## src/rtl/serdes_pkg.sv

```systemverilog
// serdes_pkg: shared constants and types for the 6b serializer stage.
//   SYM_W     - coded symbol width (6b after 5B/6B encoding)
//   IDLE_SYM  - disparity-neutral filler symbol, sent bit 0 first (1,1,1,0,0,0)
//   LAST_BIT  - bit counter value while the final symbol bit is on the line
//   state_t   - serializer FSM states
package serdes_pkg;

   localparam int SYM_W     = 6;
   localparam int BIT_CNT_W = 3;

   localparam logic [SYM_W-1:0]     IDLE_SYM = 6'b000111;
   localparam logic [BIT_CNT_W-1:0] LAST_BIT = 3'(SYM_W - 1);

   typedef enum logic {
      ST_WAIT  = 1'b0,
      ST_SHIFT = 1'b1
   } state_t;

endpackage

```

## src/rtl/sym_fifo.sv

```systemverilog
// sym_fifo: synchronous first-word-fall-through FIFO for coded symbols.
//   clk      - clock, rising edge
//   rst_n    - asynchronous active-low reset, empties the FIFO
//   wr_en    - write request; ignored while full
//   wr_data  - data written on an accepted write
//   rd_en    - read (pop) request; ignored while empty
//   rd_data  - head entry, valid whenever empty is low
//   full     - count == DEPTH
//   empty    - count == 0
//   count    - registered occupancy 0..DEPTH
// DEPTH must be a power of two so the pointers wrap by natural overflow.
module sym_fifo #(
   parameter int WIDTH = 6,
   parameter int DEPTH = 4,
   localparam int PTR_W = $clog2(DEPTH),
   localparam int CNT_W = $clog2(DEPTH + 1)
) (
   input  logic             clk,
   input  logic             rst_n,
   input  logic             wr_en,
   input  logic [WIDTH-1:0] wr_data,
   input  logic             rd_en,
   output logic [WIDTH-1:0] rd_data,
   output logic             full,
   output logic             empty,
   output logic [CNT_W-1:0] count
);

   logic [WIDTH-1:0] mem [DEPTH];
   logic [PTR_W-1:0] wr_ptr;
   logic [PTR_W-1:0] rd_ptr;
   logic [CNT_W-1:0] count_q;
   logic             wr_ok;
   logic             rd_ok;

   assign full    = (count_q == CNT_W'(DEPTH));
   assign empty   = (count_q == '0);
   assign count   = count_q;
   assign wr_ok   = wr_en && !full;
   assign rd_ok   = rd_en && !empty;
   assign rd_data = mem[rd_ptr];

   always_ff @(posedge clk or negedge rst_n) begin
      if (!rst_n) begin
         wr_ptr  <= '0;
         rd_ptr  <= '0;
         count_q <= '0;
      end else begin
         if (wr_ok) wr_ptr <= wr_ptr + PTR_W'(1);
         if (rd_ok) rd_ptr <= rd_ptr + PTR_W'(1);
         case ({wr_ok, rd_ok})
            2'b10:   count_q <= count_q + CNT_W'(1);
            2'b01:   count_q <= count_q - CNT_W'(1);
            default: count_q <= count_q;
         endcase
      end
   end

   // Storage needs no reset: entries are only read once written.
   always_ff @(posedge clk) begin
      if (wr_ok) mem[wr_ptr] <= wr_data;
   end

endmodule

```

## src/rtl/serializer_6b.sv

```systemverilog
// serializer_6b: buffers 6b coded symbols and shifts them out LSB first.
//   i_clk        - system clock, rising edge
//   i_rst        - asynchronous active-low reset
//   i_data_in    - coded symbol, bit 0 transmitted first
//   i_valid      - i_data_in valid
//   o_ready      - FIFO can accept a symbol this cycle
//   o_ser        - serial bit, registered
//   o_ser_valid  - o_ser carries symbol/idle data, registered
//   o_sym_start  - o_ser carries bit 0 of a symbol
//   o_underrun   - one-cycle pulse: symbol boundary hit with FIFO empty
// Build option: SERIALIZER_IDLE_INSERT_EN - on underrun transmit IDLE_SYM
// instead of returning the line to quiet.
//
// state    | meaning
// ST_WAIT  | line quiet, waiting for a buffered symbol
// ST_SHIFT | symbol in shift register, one bit per clock on o_ser
module serializer_6b
   import serdes_pkg::*;
#(
   parameter int FIFO_DEPTH = 4,
   localparam int CNT_W = $clog2(FIFO_DEPTH + 1)
) (
   input  logic             i_clk,
   input  logic             i_rst,
   input  logic [SYM_W-1:0] i_data_in,
   input  logic             i_valid,
   output logic             o_ready,
   output logic             o_ser,
   output logic             o_ser_valid,
   output logic             o_sym_start,
   output logic             o_underrun
);

   state_t                 state_q, state_d;
   logic [SYM_W-1:0]       sh_q, sh_d;
   logic [BIT_CNT_W-1:0]   cnt_q, cnt_d;
   logic                   ser_valid_q, ser_valid_d;
   logic                   sym_start_q, sym_start_d;
   logic                   underrun_q, underrun_d;
   logic                   rdy_en_q;
   logic                   pop;

   logic [SYM_W-1:0]       fifo_rd_data;
   logic                   fifo_full;
   logic                   fifo_empty;
   logic [CNT_W-1:0]       fifo_count;
   logic                   unused_fifo_count;

   // Occupancy is already summarised by full/empty.
   assign unused_fifo_count = ^fifo_count;

   // Keeps o_ready low during reset and until the first edge after release.
   always_ff @(posedge i_clk or negedge i_rst) begin
      if (!i_rst) rdy_en_q <= 1'b0;
      else        rdy_en_q <= 1'b1;
   end

   assign o_ready = rdy_en_q && !fifo_full;

   sym_fifo #(
      .WIDTH (SYM_W),
      .DEPTH (FIFO_DEPTH)
   ) u_fifo (
      .clk     (i_clk),
      .rst_n   (i_rst),
      .wr_en   (i_valid && o_ready),
      .wr_data (i_data_in),
      .rd_en   (pop),
      .rd_data (fifo_rd_data),
      .full    (fifo_full),
      .empty   (fifo_empty),
      .count   (fifo_count)
   );

   always_ff @(posedge i_clk or negedge i_rst) begin
      if (!i_rst) begin
         state_q     <= ST_WAIT;
         sh_q        <= '0;
         cnt_q       <= '0;
         ser_valid_q <= 1'b0;
         sym_start_q <= 1'b0;
         underrun_q  <= 1'b0;
      end else begin
         state_q     <= state_d;
         sh_q        <= sh_d;
         cnt_q       <= cnt_d;
         ser_valid_q <= ser_valid_d;
         sym_start_q <= sym_start_d;
         underrun_q  <= underrun_d;
      end
   end

   always_comb begin
      state_d     = state_q;
      sh_d        = sh_q;
      cnt_d       = cnt_q;
      ser_valid_d = ser_valid_q;
      sym_start_d = 1'b0;
      underrun_d  = 1'b0;
      pop         = 1'b0;
      case (state_q)
         ST_WAIT: begin
            if (!fifo_empty) begin
               pop         = 1'b1;
               sh_d        = fifo_rd_data;
               ser_valid_d = 1'b1;
               sym_start_d = 1'b1;
               cnt_d       = '0;
               state_d     = ST_SHIFT;
            end else begin
               sh_d        = '0;
               ser_valid_d = 1'b0;
            end
         end
         ST_SHIFT: begin
            if (cnt_q != LAST_BIT) begin
               sh_d  = sh_q >> 1;
               cnt_d = cnt_q + BIT_CNT_W'(1);
            end else if (!fifo_empty) begin
               // Back-to-back: next symbol follows with no gap bit.
               pop         = 1'b1;
               sh_d        = fifo_rd_data;
               sym_start_d = 1'b1;
               cnt_d       = '0;
            end else begin
               underrun_d = 1'b1;
`ifdef SERIALIZER_IDLE_INSERT_EN
               sh_d        = IDLE_SYM;
               sym_start_d = 1'b1;
               cnt_d       = '0;
`else
               sh_d        = '0;
               ser_valid_d = 1'b0;
               cnt_d       = '0;
               state_d     = ST_WAIT;
`endif
            end
         end
         default: begin
            state_d     = ST_WAIT;
            sh_d        = '0;
            ser_valid_d = 1'b0;
            cnt_d       = '0;
         end
      endcase
   end

   assign o_ser       = sh_q[0];
   assign o_ser_valid = ser_valid_q;
   assign o_sym_start = sym_start_q;
   assign o_underrun  = underrun_q;

endmodule
```

## config.mk

```make
export PLATFORM = sky130hd
export DESIGN_NAME = serializer_6b
export DESIGN_NICKNAME = d
export VERILOG_FILES = /design/src/rtl/serdes_pkg.sv /design/src/rtl/sym_fifo.sv /design/src/rtl/serializer_6b.sv
export SDC_FILE = /design/constraint.sdc
export NUM_CORES = 1
export LEC_CHECK = 0
export ABC_AREA = 1
export CORE_MARGIN = 2
export CORE_UTILIZATION = 50
export CTS_BUF_LIST = sky130_fd_sc_hd__clkbuf_8
export DETAILED_ROUTE_END_ITERATION = 10
export GPL_ROUTABILITY_DRIVEN = 0
export HOLD_SLACK_MARGIN = 0.03
export PLACE_DENSITY = 0.75
export SYNTH_ARGS = -nofsm -noshare
export SYNTH_HDL_FRONTEND = slang
export SYNTH_SLANG_ARGS = --single-unit
```

## constraint.sdc

```tcl
create_clock -name i_clk -period 3.29 [get_ports i_clk]
set_input_delay 0.4935 -clock i_clk [delete_from_list [all_inputs] [get_ports i_clk]]
set_output_delay 0.4935 -clock i_clk [all_outputs]
set_load 0.03 [all_outputs]
```

==> results of run 1 <==
## state kept, by name, indices dropped and copies added, names as in the netlist
signal	count
u_fifo.rd_ptr	2
o_sym_start	1
o_underrun	1
sh_q	6
rdy_en_q	1
u_fifo.mem	24
state_q	1
u_fifo.wr_ptr	2
cnt_q	3
o_ser_valid	1
u_fifo.count	3
## final cells by class
cell class | count | share of cell area [%]
Sequential cell | 45 | 55.3
Multi-Input combinational cell | 110 | 25.4
Inverter | 39 | 6.72
Timing Repair Buffer | 13 | 5.77
Clock buffer | 5 | 3.05
Tap cell | 50 | 2.78
Clock inverter | 3 | 0.999
## critical path: cells and delay by family, from the launching register on
kind / cells / cell delay (ns)
AO/OA/AOI/OAI: 1 / 0.20
AND/OR/NAND/NOR: 1 / 0.07
flip-flops: 1 / 0.40
buffers and inverters: 1 / 0.71
## per-layer routing
metal | share of wire, % | GRT usage (%)
met3 | 2.3 | 4.00
met5 | 0 | 0
met1 | 47 | 19.4
met2 | 48 | 23.5
met4 | 2.3 | 8.42
## synthesized netlist by cell type (2+ instances only)
library cell / count / area share, %
nand3_1: 19 / 4.7
nor2_1: 7 / 1.3
inv_1: 37 / 6.9
ha_1: 5 / 3.1
buf_6: 3 / 1.7
nand2_1: 55 / 10
a21oi_1: 2 / 0.50
o21ai_0: 6 / 1.5
edfxtp_1: 24 / 36
nand2_4: 2 / 1.1
xnor2_1: 2 / 0.87
nand2_2: 2 / 0.62
dfrtp_1: 21 / 26
## where the power goes
part / switching (mW) / internal (mW) / leakage (nW) / total, mW
combinational: 0.368 / 0.232 / 0.540 / 0.600
clock: 0.187 / 0.149 / 0.0364 / 0.336
sequential: 0.122 / 0.730 / 0.478 / 0.852
total: 0.678 / 1.11 / 1.05 / 1.79
## worst max path at each step
stage / slack, ns / depth (start not counted) / end / from
after floorplan: 1.51 / 9 / u_fifo.count[2] / u_fifo.count[1]
after global placement: 1.05 / 8 / u_fifo.count[2] / i_valid
after detailed placement: 1.03 / 8 / u_fifo.count[2] / i_valid
after CTS: 1.10 / 3 / o_ready / u_fifo.count[0]
after global routing: 1.04 / 3 / o_ready / u_fifo.count[0]
final: 1.12 / 3 / o_ready / u_fifo.count[0]
## cell families (layout without fill, tap and decap cells)
| group | count (synthesis) | in the layout |
|---|---|---|
| AND/OR/NAND/NOR | 89 | 89 |
| flip-flops | 45 | 45 |
| buffers and inverters | 43 | 60 |
| AO/OA/AOI/OAI | 11 | 11 |
| adder cells (fa/ha/maj) | 6 | 6 |
| XOR/XNOR | 3 | 3 |
| other | 1 | 1 |
## stage by stage
| stage | utilization [%] | setup slack (ns) | instance area, sq um | hold slack, ns | cells |
|---|---|---|---|---|---|
| floorplan | - | 1.51 | 2010 | 0.198 | 198 |
| global placement | 54.8 | 1.05 | 2160 | 0.468 | 257 |
| detailed placement | 54.8 | 1.03 | 2160 | 0.470 | 257 |
| CTS | 57.2 | 1.10 | 2250 | 0.492 | 265 |
| global route | 57.2 | 1.04 | 2250 | 0.504 | 265 |
| finish | 57.2 | 1.12 | 2250 | 0.486 | 265 |
==> results.toml, run 1 <==
[cells_and_area]
layout-drive-gt1-share_pct = 7.44
regArea_sq_um = 1250
final_common_cell = "nand2_1"
multi_input_area_sq_um = 572
antennaDiodeCount = 0
area_growth_pct = 12.1
fillers = 346
final_cell_mix = "nand2_1 (55), inv_1 (37), edfxtp_1 (24)"
nets = 229

[synth]
synth_edf_count = 24
synth_nets = 213
synth_compound_area_share_pct = 2.99
ys_async_sr_fraction_pct = 46.7
yosys_warnings = 0
synth_cells = 198
synthSimpleGateAreaFrac_pct = 19.9
synthAdderAreaFrac_pct = 4.11
synth.distinct_cells = 26
syn_area_sq_um = 2010
synthMuxAreaShare_pct = 0
synth_top_family_by_area = "simple AND/OR/NAND/NOR gates"
yosys_most_used_dff = "edfxtp_1"
seq_area_frac_synth_pct = 62.0
avgSynthCellArea_sq_um = 10.2
synth-xor-area-share_pct = 1.31
synth-seq-cells = 45

[sta]
setup-tns-final_ns = 0
rsz0062_at_grt = "false"
fmax_mhz = 462
fin_crit_ns = 2.17
final_max_slew_viol_count = 0
fin_crit_sh_pct = 65.8
maxSlewHeadroom_pct = 37.0
finalSetupViolCount = 0
fin_worst_skew_ns = 0.00217
worst_pin_slew_ns = 0.941
hold_viol_final = 0

[critical_path]
endpoint_kind = "output port"
worstSetupPathType = "reg2out"
crit_chain = "nor2_2 > a21boi_1 > clkdlybuf4s50_1"
startpoint_type = "flip-flop"
reg2reg_depth = 9
crit_path_top_delay_cell = "clkdlybuf4s50_1"
r2r-start = "u_fifo.count[1]"
reg2reg_slack_ns = 1.32
worstPathArrival_ns = 1.67
cp_max_fo = 3
critPathMaxStageDelay_ns = 0.71
r2r-end = "u_fifo.count[2]"
cp.required_ns = 2.80

[route]
drc_errors = 0
ant_nets = 0
avgRoutedWirePerCell_microns = 11.6
avgViaCountPerCell = 4.71
firstDrtPassIters = 4
vias = 1249
drt-initial-drc-count = 69
finalWirelength_microns = 3070

[floorplanning]
die_width_microns = 67.4
dieArea_sq_um = 4540
rows = 23
initial_core_util_pct = 51.0
die_h_microns = 67.4
core_sq_um = 3940
io_pins = 14

[clock_tree]
clk_pin_slew_ns = 0.08
cts_max_level = 2
cts_setup_buffers = 0
postCtsHoldBufs = 0
cts_buffers = 5
cts_buffer_depth = 2
clock_latency_ns = 0.30
cts_root_buf = "clkbuf_8"
cts_tree = "yes"
clock-sinks = 45
cts_resized = 0

[global_route]
track_usage_pct = 15.2
antenna_found_initial = 0
overflow = 0
first_global_vias = 1063
grt_max_degree = 22
grt_pass1_wl_microns = 4820

[power_and_ir_drop]
p_leak_nw = 1.05
peakVddDrop_mv = 0.412
finalPower_mw = 1.79
p_per_area_nw_per_um2 = 794

[outcome]
status = "finished clean"

[job]
cap_violations = 0

[min_path]
holdPathStages = 1
hold_end = "o_ser_valid"
hp-class = "reg2reg"
min_from = "o_ser_valid"

[place]
dp_hpwl_microns = 2270
io_buffers = 13
Power figures use the tool's default switching activity.
==> run 2, diff against run 1 <==
- PLACE_DENSITY: 0.75 -> 0.78
- clock period: 3.29 -> 1.8 ns (I/O delays scaled with it)
==> results.toml, run 2 (same netlist as run 1, synthesis figures left out) <==
[route]
drt-initial-drc-count = 65
vias = 1339
drc_errors = 0
avgViaCountPerCell = 4.78
finalWirelength_microns = 3310
firstDrtPassIters = 4
avgRoutedWirePerCell_microns = 11.8
ant_nets = 0

[global_route]
grt_pass1_wl_microns = 5300
first_global_vias = 1224
antenna_found_initial = 0
overflow = 0
track_usage_pct = 16.4
grt_max_degree = 22

[critical_path]
endpoint_kind = "flip-flop"
startpoint_type = "flip-flop"
crit_chain = "nor2_4 > nand2_2 > nand2_4 > clkinv_4 > ha_4 > inv_2 > fa_2 > o21ai_0"
critPathMaxStageDelay_ns = 0.44
crit_path_top_delay_cell = "dfrtp_2"
cp.required_ns = 2.02
worstPathArrival_ns = 1.94
cp_top_family = "adder cells"
worstSetupPathType = "reg2reg"
path_buf_inv = 2
cp_max_fo = 6

[cells_and_area]
nets = 244
antennaDiodeCount = 0
layout-drive-gt1-share_pct = 16.5
final_cell_mix = "nand2_1 (54), inv_1 (35), edfxtp_1 (24)"
final_cell_area_sq_um = 2410
final_common_cell = "nand2_1"
top_regs = "u_fifo.mem x24, sh_q x6"
regMostFlops = "u_fifo.mem"
post-route-util_pct = 61.2
largest_reg_flops = 24
area_growth_pct = 20.0
fin_cells = 280

[power_and_ir_drop]
p_leak_nw = 1.14
finalPower_mw = 3.60
peakVddDrop_mv = 0.679
p_per_area_nw_per_um2 = 1490

[clock_tree]
cts_buffer_depth = 2
cts_max_level = 2
cts_buffers = 5
cts_tree = "yes"
clock_latency_ns = 0.29
clock-sinks = 45
clk_pin_slew_ns = 0.08
cts_root_buf = "clkbuf_8"
postCtsHoldBufs = 0

[sta]
setup-tns-final_ns = 0
hold_viol_final = 0
finalSetupViolCount = 0
fin_crit_sh_pct = 95.2
fin_crit_ns = 1.71
final_max_slew_viol_count = 0
fmax_mhz = 584
worst_slack_ns = 0.0863
hold_ws_ns = 0.307
fin_worst_skew_ns = 0.00549

[place]
pre_cts_ws_ns = -0.0538
io_buffers = 13
dp.cells = 271
dp_hpwl_microns = 2290
place_area_sq_um = 2270

[floorplanning]
initial_core_util_pct = 51.0
io_pins = 14
dieArea_sq_um = 4540
rows = 23
die_width_microns = 67.4
core_sq_um = 3940
die_h_microns = 67.4

[job]
cap_violations = 0

[outcome]
status = "finished clean"

[min_path]
hp-class = "in2async"
run 2: cell types whose count changed in the layout (fill, tap and decap cells not counted), moves of 2 or more:
cell,before,now
clkinvlp_4,3,1
inv_1,37,35
dfrtp_2,0,2
buf_4,0,15
dfrtp_1,21,19
inv_2,1,3
run 2: where the power goes:
group / internal, mW / leakage (nW) / switching [mW] / total (mW)
clock network: 0.408 / 0.0518 / 0.328 / 0.736
logic: 0.568 / 0.616 / 0.780 / 1.35
registers: 1.34 / 0.476 / 0.182 / 1.52
total: 2.31 / 1.14 / 1.29 / 3.60
run 2: what timing repair did:
item	4_1_cts	5_1_grt
pin swaps	0	3
gates resized for setup	1	10
setup buffers	0	1
endpoints found under the setup margin	1	2
gates cloned	0	0
run 2: path summary, 6_finish.rpt:
kind | cells after the start | slack, ns | start | end
max in group asynchronous | 2 | 1.26 | i_rst | u_fifo.count[0]
min | 2 | 0.31 | i_rst | cnt_q[1]
max reg2reg | 8 | 0.09 | u_fifo.count[0] | u_fifo.count[1]
max | 8 | 0.09 | u_fifo.count[0] | u_fifo.count[1]
min in group i_clk | 2 | 0.49 | sh_q[3] | sh_q[2]
min reg2reg | 2 | 0.49 | sh_q[3] | sh_q[2]
run 2: cell type report:
class | count | area (sq um)
fillers | 309 | 1530
flip-flops and latches | 45 | 1250
multi-input cells | 110 | 599
repair buffers | 28 | 241
inverters | 39 | 151
clock buffers | 5 | 68.8
well taps | 50 | 62.6
clock inverters | 3 | 41.3
run 2: worst register-to-register path: stages (launching register included):
cell and delay (ns):
dfrtp_2 0.44, nor2_4 0.16, nand2_2 0.09, nand2_4 0.09
clkinv_4 0.07, ha_4 0.16, inv_2 0.05, fa_2 0.42
o21ai_0 0.16
run 2: routing by layer:
layer | track usage, % | vias up | part of all wire [%]
met3 | 5.00 | 4 | 2.6
met5 | 0 | - | 0
met1 | 18.9 | 646 | 45
li1 | - | 674 | -
met4 | 6.89 | 0 | 1.2
met2 | 28.3 | 15 | 51
